--- config.mk ---
export PLATFORM = sky130hd
export DESIGN_NAME = diad_stage_iaif
export DESIGN_NICKNAME = d
export VERILOG_FILES = /design/src/rtl/diad_stage_iaif.sv
export SDC_FILE = /design/constraint.sdc
export NUM_CORES = 1
export LEC_CHECK = 0
export CAP_MARGIN = 25
export CORE_MARGIN = 2
export CORE_UTILIZATION = 40
export DETAILED_ROUTE_END_ITERATION = 12
export PLACE_DENSITY = 0.64
export SLEW_MARGIN = 10
export SYNTH_ARGS = -nofsm -noshare
export SYNTH_HDL_FRONTEND = slang
export SYNTH_SLANG_ARGS = --single-unit
--- constraint.sdc ---
create_clock -name iw_clk -period 3.8 [get_ports iw_clk]
set_clock_uncertainty 0.2 [all_clocks]
set_input_delay 0.95 -clock iw_clk [delete_from_list [all_inputs] [get_ports iw_clk]]
set_output_delay 0.95 -clock iw_clk [all_outputs]
set_load 0.01 [all_outputs]
--- src/rtl/diad_stage_iaif.sv ---
// Fetch front end of the diad pipeline: owns the fetch PC, tracks in-flight imem requests and buffers returned instructions for ID.
// Optional bubble counter port ow_perf_bubble is compiled in when DIAD_IAIF_PERF_EN is defined.
module diad_stage_iaif #(
  parameter int ADDR_WIDTH = 24,
  parameter int INSTR_WIDTH = 24,
  parameter int DEPTH = 4,
  parameter logic [ADDR_WIDTH-1:0] RESET_PC = '0
) (
  input  logic                   iw_clk,
  input  logic                   iw_rst,
  output logic                   ow_imem_req,
  output logic [ADDR_WIDTH-1:0]  ow_imem_addr,
  input  logic                   iw_imem_gnt,
  input  logic                   iw_imem_rvalid,
  input  logic [INSTR_WIDTH-1:0] iw_imem_rdata,
  input  logic                   iw_redirect,
  input  logic [ADDR_WIDTH-1:0]  iw_redirect_pc,
  output logic                   ow_ifid_valid,
  output logic [INSTR_WIDTH-1:0] ow_ifid_instr,
  output logic [ADDR_WIDTH-1:0]  ow_ifid_pc,
  input  logic                   iw_ifid_ready
`ifdef DIAD_IAIF_PERF_EN
  , output logic [31:0]          ow_perf_bubble
`endif
);

  localparam int PW = $clog2(DEPTH);
  localparam int CW = PW + 1;
  localparam logic [CW:0] DEPTH_W = (CW+1)'(DEPTH);

  logic [ADDR_WIDTH-1:0]  r_pc;
  logic [ADDR_WIDTH-1:0]  r_tag [DEPTH];
  logic [PW-1:0]          r_tag_wr;
  logic [PW-1:0]          r_tag_rd;
  logic [CW-1:0]          r_outstanding;
  logic [CW-1:0]          r_discard;
  logic [ADDR_WIDTH-1:0]  r_buf_pc [DEPTH];
  logic [INSTR_WIDTH-1:0] r_buf_instr [DEPTH];
  logic [PW-1:0]          r_buf_wr;
  logic [PW-1:0]          r_buf_rd;
  logic [CW-1:0]          r_buf_count;

  logic req_fire;
  logic rsp_take;
  logic rsp_keep;
  logic ifid_pop;

  // req is gated by reset so it reads low while the block is held in reset
  assign ow_imem_req  = iw_rst && !iw_redirect &&
                        (({1'b0, r_buf_count} + {1'b0, r_outstanding}) < DEPTH_W);
  assign ow_imem_addr = r_pc;
  assign req_fire     = ow_imem_req && iw_imem_gnt;

  // A response with nothing outstanding is a protocol error and is ignored
  assign rsp_take = iw_imem_rvalid && (r_outstanding != '0);
  assign rsp_keep = rsp_take && (r_discard == '0) && !iw_redirect;

  assign ow_ifid_valid = (r_buf_count != '0);
  assign ow_ifid_instr = r_buf_instr[r_buf_rd];
  assign ow_ifid_pc    = r_buf_pc[r_buf_rd];
  assign ifid_pop      = ow_ifid_valid && iw_ifid_ready && !iw_redirect;

  always_ff @(posedge iw_clk or negedge iw_rst) begin
    if (!iw_rst) begin
      r_pc          <= RESET_PC;
      r_tag_wr      <= '0;
      r_tag_rd      <= '0;
      r_outstanding <= '0;
      r_discard     <= '0;
      r_buf_wr      <= '0;
      r_buf_rd      <= '0;
      r_buf_count   <= '0;
      for (int i = 0; i < DEPTH; i++) begin
        r_tag[i]       <= '0;
        r_buf_pc[i]    <= '0;
        r_buf_instr[i] <= '0;
      end
    end else begin
      if (iw_redirect)   r_pc <= iw_redirect_pc;
      else if (req_fire) r_pc <= r_pc + ADDR_WIDTH'(1);

      if (req_fire) begin
        r_tag[r_tag_wr] <= r_pc;
        r_tag_wr        <= r_tag_wr + PW'(1);
      end
      if (rsp_take) r_tag_rd <= r_tag_rd + PW'(1);
      r_outstanding <= r_outstanding + CW'(req_fire) - CW'(rsp_take);

      // Every request still in flight after a redirect is stale, including any
      // already marked for discard, so the new count is just what remains.
      if (iw_redirect)
        r_discard <= r_outstanding - CW'(rsp_take);
      else if (rsp_take && (r_discard != '0))
        r_discard <= r_discard - CW'(1);

      if (iw_redirect) begin
        r_buf_wr    <= '0;
        r_buf_rd    <= '0;
        r_buf_count <= '0;
      end else begin
        if (rsp_keep) begin
          r_buf_pc[r_buf_wr]    <= r_tag[r_tag_rd];
          r_buf_instr[r_buf_wr] <= iw_imem_rdata;
          r_buf_wr              <= r_buf_wr + PW'(1);
        end
        if (ifid_pop) r_buf_rd <= r_buf_rd + PW'(1);
        r_buf_count <= r_buf_count + CW'(rsp_keep) - CW'(ifid_pop);
      end
    end
  end

`ifdef DIAD_IAIF_PERF_EN
  logic [31:0] r_perf_bubble;

  always_ff @(posedge iw_clk or negedge iw_rst) begin
    if (!iw_rst)
      r_perf_bubble <= '0;
    else if (!ow_ifid_valid && iw_ifid_ready && (r_perf_bubble != '1))
      r_perf_bubble <= r_perf_bubble + 32'd1;
  end

  assign ow_perf_bubble = r_perf_bubble;
`endif

endmodule

=== After elaboration in Yosys (flattened, before gate mapping) ===
Cells that the tools add are included.

* $add $sub $neg: 12
* Magnitude comparators: 7
* Multiplexer cells: 25
* Bitwise gates (word level): 5
* Reduce and logical (&&, ||, !) cells: 21

{| class="wikitable"
|+ Operators by type and width
! kind !! number
|-
| 96-bit bitwise mux || 3
|-
| 24-bit two-way mux || 10
|-
| 24-bit binary-select mux with 2-bit select || 3
|-
| 24-bit demux with 2-bit select || 2
|-
| 24-bit by 1-bit adder with 24-bit output (second input constant) || 1
|-
| 3-bit >= comparator (second input constant) || 4
|-
| 2-bit inverter with 3-bit output || 4
|-
| 1-bit logical AND || 11
|-
| 3-bit two-way mux || 3
|-
| 3-bit nonzero test || 3
|-
| 3-bit by 1-bit subtractor with 3-bit output || 3
|-
| 2-bit by 1-bit adder with 2-bit output (second input constant) || 4
|-
| 2-bit two-way mux || 4
|-
| 2-bit nonzero test || 4
|-
| 3-bit by 1-bit adder with 3-bit output || 2
|-
| 3-bit by 1-bit less-than comparator with 1-bit output (second input constant) || 2
|-
| 3-bit by 3-bit adder with 4-bit output || 1
|-
| 4-bit by 3-bit less-than comparator with 1-bit output (second input constant) || 1
|-
| 3-bit zero test || 1
|-
| 3-bit by 1-bit subtractor with 3-bit output (second input constant) || 1
|-
| 2-bit AND reduction || 1
|-
| 1-bit zero test || 1
|-
| 1-bit inverter || 1
|}

* Flip-flop bits (word level): 329
* Input port bits: 54
* Output and inout bits: 74

=== Depth between registers and ports, before layout ===
* Depth after elaboration: 7
* Gate-level depth with buffers: 13
* Gate-level depth less buffers: 12

=== Worst setup path before layout ===
No wires, ideal clock.

* Path kind: input-to-reg
* From: input iw_redirect
* To: register r_outstanding[2]
* Library setup time: 0.129 ns
* Arrival time: 2.960 ns
* Required time: 3.471 ns
* Slack: 0.511 ns
* Stages: 12
* Buffers on the path: 2
* Path through: nor3_1 > and4_1 > clkbuf_1 > clkinv_1 > buf_1 > ha_1 > inv_1 > ha_1 > inv_1 > fa_1 > xnor2_1 > xnor2_1

* Longest elaborated chain between the ends: 6

{| class="wikitable"
|+ Ends and longest elaborated chain
! what !! line !! source
|-
| start, declared || 16 || <nowiki>input logic iw_redirect,</nowiki>
|-
| 1-bit zero test || 49 || <nowiki>assign ow_imem_req = iw_rst && !iw_redirect &&</nowiki>
|-
| 1-bit logical AND (2 in a row) || 49 ||
|-
| 1-bit logical AND || 52 || <nowiki>assign req_fire = ow_imem_req && iw_imem_gnt;</nowiki>
|-
| 3-bit by 1-bit adder with 3-bit output || 87 || <nowiki>r_outstanding <= r_outstanding + CW'(req_fire) - CW'(rsp_take);</nowiki>
|-
| 3-bit by 1-bit subtractor with 3-bit output || 87 ||
|-
| end signal, assigned || 87 ||
|-
| end, declared || 35 || <nowiki>logic [CW-1:0] r_outstanding;</nowiki>
|}

No other way between the ends.
A chain may end at the register's enable or synchronous reset.

=== Worst setup path after layout ===
* From: register r_buf_rd[0]
* To: output ow_ifid_pc[14]

* Longest elaborated chain between the ends: 4

{| class="wikitable"
|+ Ends and longest elaborated chain
! what !! line !! source
|-
| start, declared || 40 || <nowiki>logic [PW-1:0] r_buf_rd;</nowiki>
|-
| start signal, assigned || 106 || <nowiki>if (ifid_pop) r_buf_rd <= r_buf_rd + PW'(1);</nowiki>
|-
| 2-bit inverter with 3-bit output (implied by the code) || 60 || <nowiki>assign ow_ifid_pc = r_buf_pc[r_buf_rd];</nowiki>
|-
| 24-bit binary-select mux with 2-bit select || 60 ||
|-
| 24-bit two-way mux (implied by the code) (2 in a row) || 60 ||
|-
| end, declared || 20 || <nowiki>output logic [ADDR_WIDTH-1:0] ow_ifid_pc,</nowiki>
|}

No other way between the ends. The select of a mux whose other input is x is not followed.

==> summary.md <==
| Metric | Value |
|---|---|
| Outcome | complete, no violations |
| Dpl cells | 1581 |
| Max_cap viols | 0 |
| Clk network pwr share | 0.290 |
| Gates resized, CTS repair | 0 |
| Worst-path maximum fanout | 10 |
| Nets | 1187 |
| DRT Pass-1 Iters | 5 |
| First-pass GRT wire length | about 54000 um |
| Crit path arrival time | 2.43 ns |
| Syn Nets | 1054 |
| Switching Fraction | 0.292 |
| Combinational share of power | 0.307 |
| Min-Delay Path Class | register to register |
| Clk Latency, worst-skew pair | 0.52 ns |
| Cts hold-fix bufs | 0 |
| RSZ-0062 raised after global routing | no |
| Die extent in y | 199 um |
| Final Max Tran Viols | 0 |
| #FFs+latches synth | 329 |
| Worst-Margin Slew | 0.930 ns |
| Worst slack, placed | 0.256 ns |
| Total number of vias | slightly below 9000 |
| Chip width | 199 um |
| Core area | about 37000 um^2 |
| Synth Area per Inst | around 16 um^2 |
| Port Buffers | 127 |
| Final hold slack | 0.278 ns |
| Final Non-Filler Cells | 1652 |
| Vias per cell | 5.24 |
| Die area | between 30000 and 40000 um^2 |
| NetSw | 3.59 mW |
| Antenna-violating nets left | 0 |
| Final min period | 3.58 ns |
| Startpoint Class | register |
| Sequential power share | 0.403 |
| Clk Tree Root Cell | clkbuf_16 |
| DRC viols | 0 |
| I/O pin cnt | around 130 |
| CTS Buf Count | 38 |
| Cell Area, Placed | 17100 um^2 |
| Sum Neg Setup Slack | 0 ns |
| WL final | 32800 um |
| Rows | 71 |
| Pint | 8.72 mW |
| Power Total | 12.3 mW |
| GP Congestion | 0.793 |
| Share of the cycle needed by the critical path after routing | 0.943 |
| Initial Utilization | 0.405 |
| Final cell utilization of the core | 0.490 |
| Hpwl dp | 20800 um |
| Max Root-Sink Buffers | 3 |
| PwrDens | 670 nW/um^2 |
| Diode count | 0 |
| Share of cells above drive strength 1 | 0.403 |
| Post-route cell area | 18400 um^2 |
| Distinct cells, synth | 43 |
| Total track usage | 0.173 |
| DRT iter0 DRCs | approximately 350 |
| Critical path class | register to primary output |
| Worst-path clk slew | 0.06 ns |
| Worst Slack Setup Final | 0.218 ns |
| Synth Instances | 979 |
| Area Overhead vs Synth | 20.9% |
| Post-synthesis sequential area ratio | 0.542 |
| YS warnings | 0 |
| Setup repair bufs after CTS | 0 |
| Pin count of the biggest net entering global routing | approximately 160 |
| FMAX | between 200 and 300 MHz |
| Vias in the first global route | approximately 9400 |
| Total congestion overflow | 0 |
| Final setup fails | 0 |
| H-tree Lvls | 2 |
| VDD IR-drop max | 308 uV |
| CTS tree | done |
| Pleak | 8.27 nW |
| Setup crit end kind | primary output |
| Clock Sink Count | 329 |
| Hold Fails Final Rpt | 0 |
| Req. time, crit path | about 2.7 ns |
| Routed len/inst | 19.8 um |
| Antenna violations before repair | 1 |
| Worst slew margin | 0.380 |
| Post-Synthesis Cell Area | 15200 um^2 |
## cell usage after synthesis, drive strengths merged
library cell | number | area share
fa | 2 | 0.0026
a221o | 6 | 0.0040
o21ai | 31 | 0.010
a311oi | 1 | 0.00058
nand2 | 42 | 0.011
a31o | 5 | 0.0029
nor3 | 6 | 0.0023
inv | 21 | 0.0052
dfrtp | 329 | 0.54
a31oi | 4 | 0.0016
buf | 47 | 0.020
nand4b | 1 | 0.00058
and3 | 13 | 0.0070
nand4 | 8 | 0.0033
ha | 19 | 0.016
a21o | 3 | 0.0015
nor2b | 2 | 0.00082
and2 | 3 | 0.0012
mux4 | 72 | 0.11
o311ai | 3 | 0.0017
clkbuf | 17 | 0.0042
o211ai | 4 | 0.0020
xor2 | 3 | 0.0017
and4 | 3 | 0.0017
clkinv | 1 | 0.00025
xnor2 | 9 | 0.0052
a32oi | 4 | 0.0023
or3 | 1 | 0.00041
mux2 | 278 | 0.23
nand2b | 2 | 0.00082
nand3 | 12 | 0.0040
o31ai | 1 | 0.0014
mux2i | 4 | 0.0026
a21oi | 6 | 0.0020
nor2 | 16 | 0.0040
## cells by family (layout without fill, tap and decap cells)
| logic type | count (synthesis) | after routing | synth area share |
|---|---|---|---|
| xor+xnor | 12 | 12 | 0.00692 |
| mux | 354 | 354 | 0.335 |
| fa+ha+maj | 21 | 21 | 0.0183 |
| buf+inv | 86 | 248 | 0.0301 |
| simple gates | 109 | 109 | 0.0370 |
| compound gates | 68 | 68 | 0.0302 |
| flops | 329 | 329 | 0.542 |
## sequential cells by signal, summed over array words and instances (netlist names)
| register | flops |
|---|---|
| ow_imem_addr | 24 |
| r_buf_count | 3 |
| r_tag | 96 |
| r_buf_instr | 96 |
| r_discard | 3 |
| r_outstanding | 3 |
| r_buf_rd | 2 |
| r_buf_pc | 96 |
| r_buf_wr | 2 |
| r_tag_rd | 2 |
| r_tag_wr | 2 |
## power by group through the flow
stage	Combinational [mW]	Clock [mW]	Sequential [mW]
after detailed placement	3.84	0	5.02
final	3.78	3.56	4.96
after CTS	3.85	3.68	4.97
after floorplan	2.56	0	4.74
after global placement	3.77	0	4.99
after global routing	4.13	3.84	5.09
## cell usage in the layout, fill, tap and decap left out, types with 6 or more instances in the layout
cell type,n
inv_1,20
dfrtp_1,327
mux4_2,72
clkinv_2,7
nor2_1,16
ha_1,19
mux2_2,198
buf_12,12
o21ai_0,31
nand3_1,12
nand4_1,8
xnor2_1,9
and3_1,8
clkbuf_1,8
a21oi_1,6
buf_4,17
mux2_4,80
nand2_1,39
a221o_1,6
clkdlybuf4s50_1,126
clkbuf_16,38
clkbuf_8,10
## path summary, 6_finish.rpt
check,from,endpoint,slack (ns),depth (start not counted)
worst max-delay path,r_buf_rd[0],ow_ifid_pc[14],0.22,3
worst min-delay path,r_tag[77],r_tag[77],0.28,2
worst max register to register,r_outstanding[2],r_outstanding[2],0.97,11
worst min register to register,r_tag[77],r_tag[77],0.28,2
max in group asynchronous,iw_rst,r_buf_rd[1],1.79,3
min in group asynchronous,iw_rst,r_buf_instr[52],0.29,2
## critical path: stages, from the launching register on
cell	delay [ns]
dfrtp_4	0.54
buf_4	0.29
mux4_2	0.57
clkdlybuf4s50_1	0.51
## cell type report
class / instances / area (um^2)
Multi-Input combinational cell: 564 / 6490
Sequential cell: 329 / 8240
Clock inverter: 13 / 115
Inverter: 22 / 82.6
Timing Repair Buffer: 157 / 1670
Tap cell: 511 / 639
Fill cell: 3287 / 19100
Clock buffer: 56 / 1120
## metal layers
metal,global-route usage,vias up,part of all wire
li1,-,3881,-
met1,0.251,4544,0.48
met2,0.276,187,0.46
met3,0.0237,52,0.039
met4,0.0426,0,0.020
met5,0,-,0
Power figures use the tool's default switching activity.
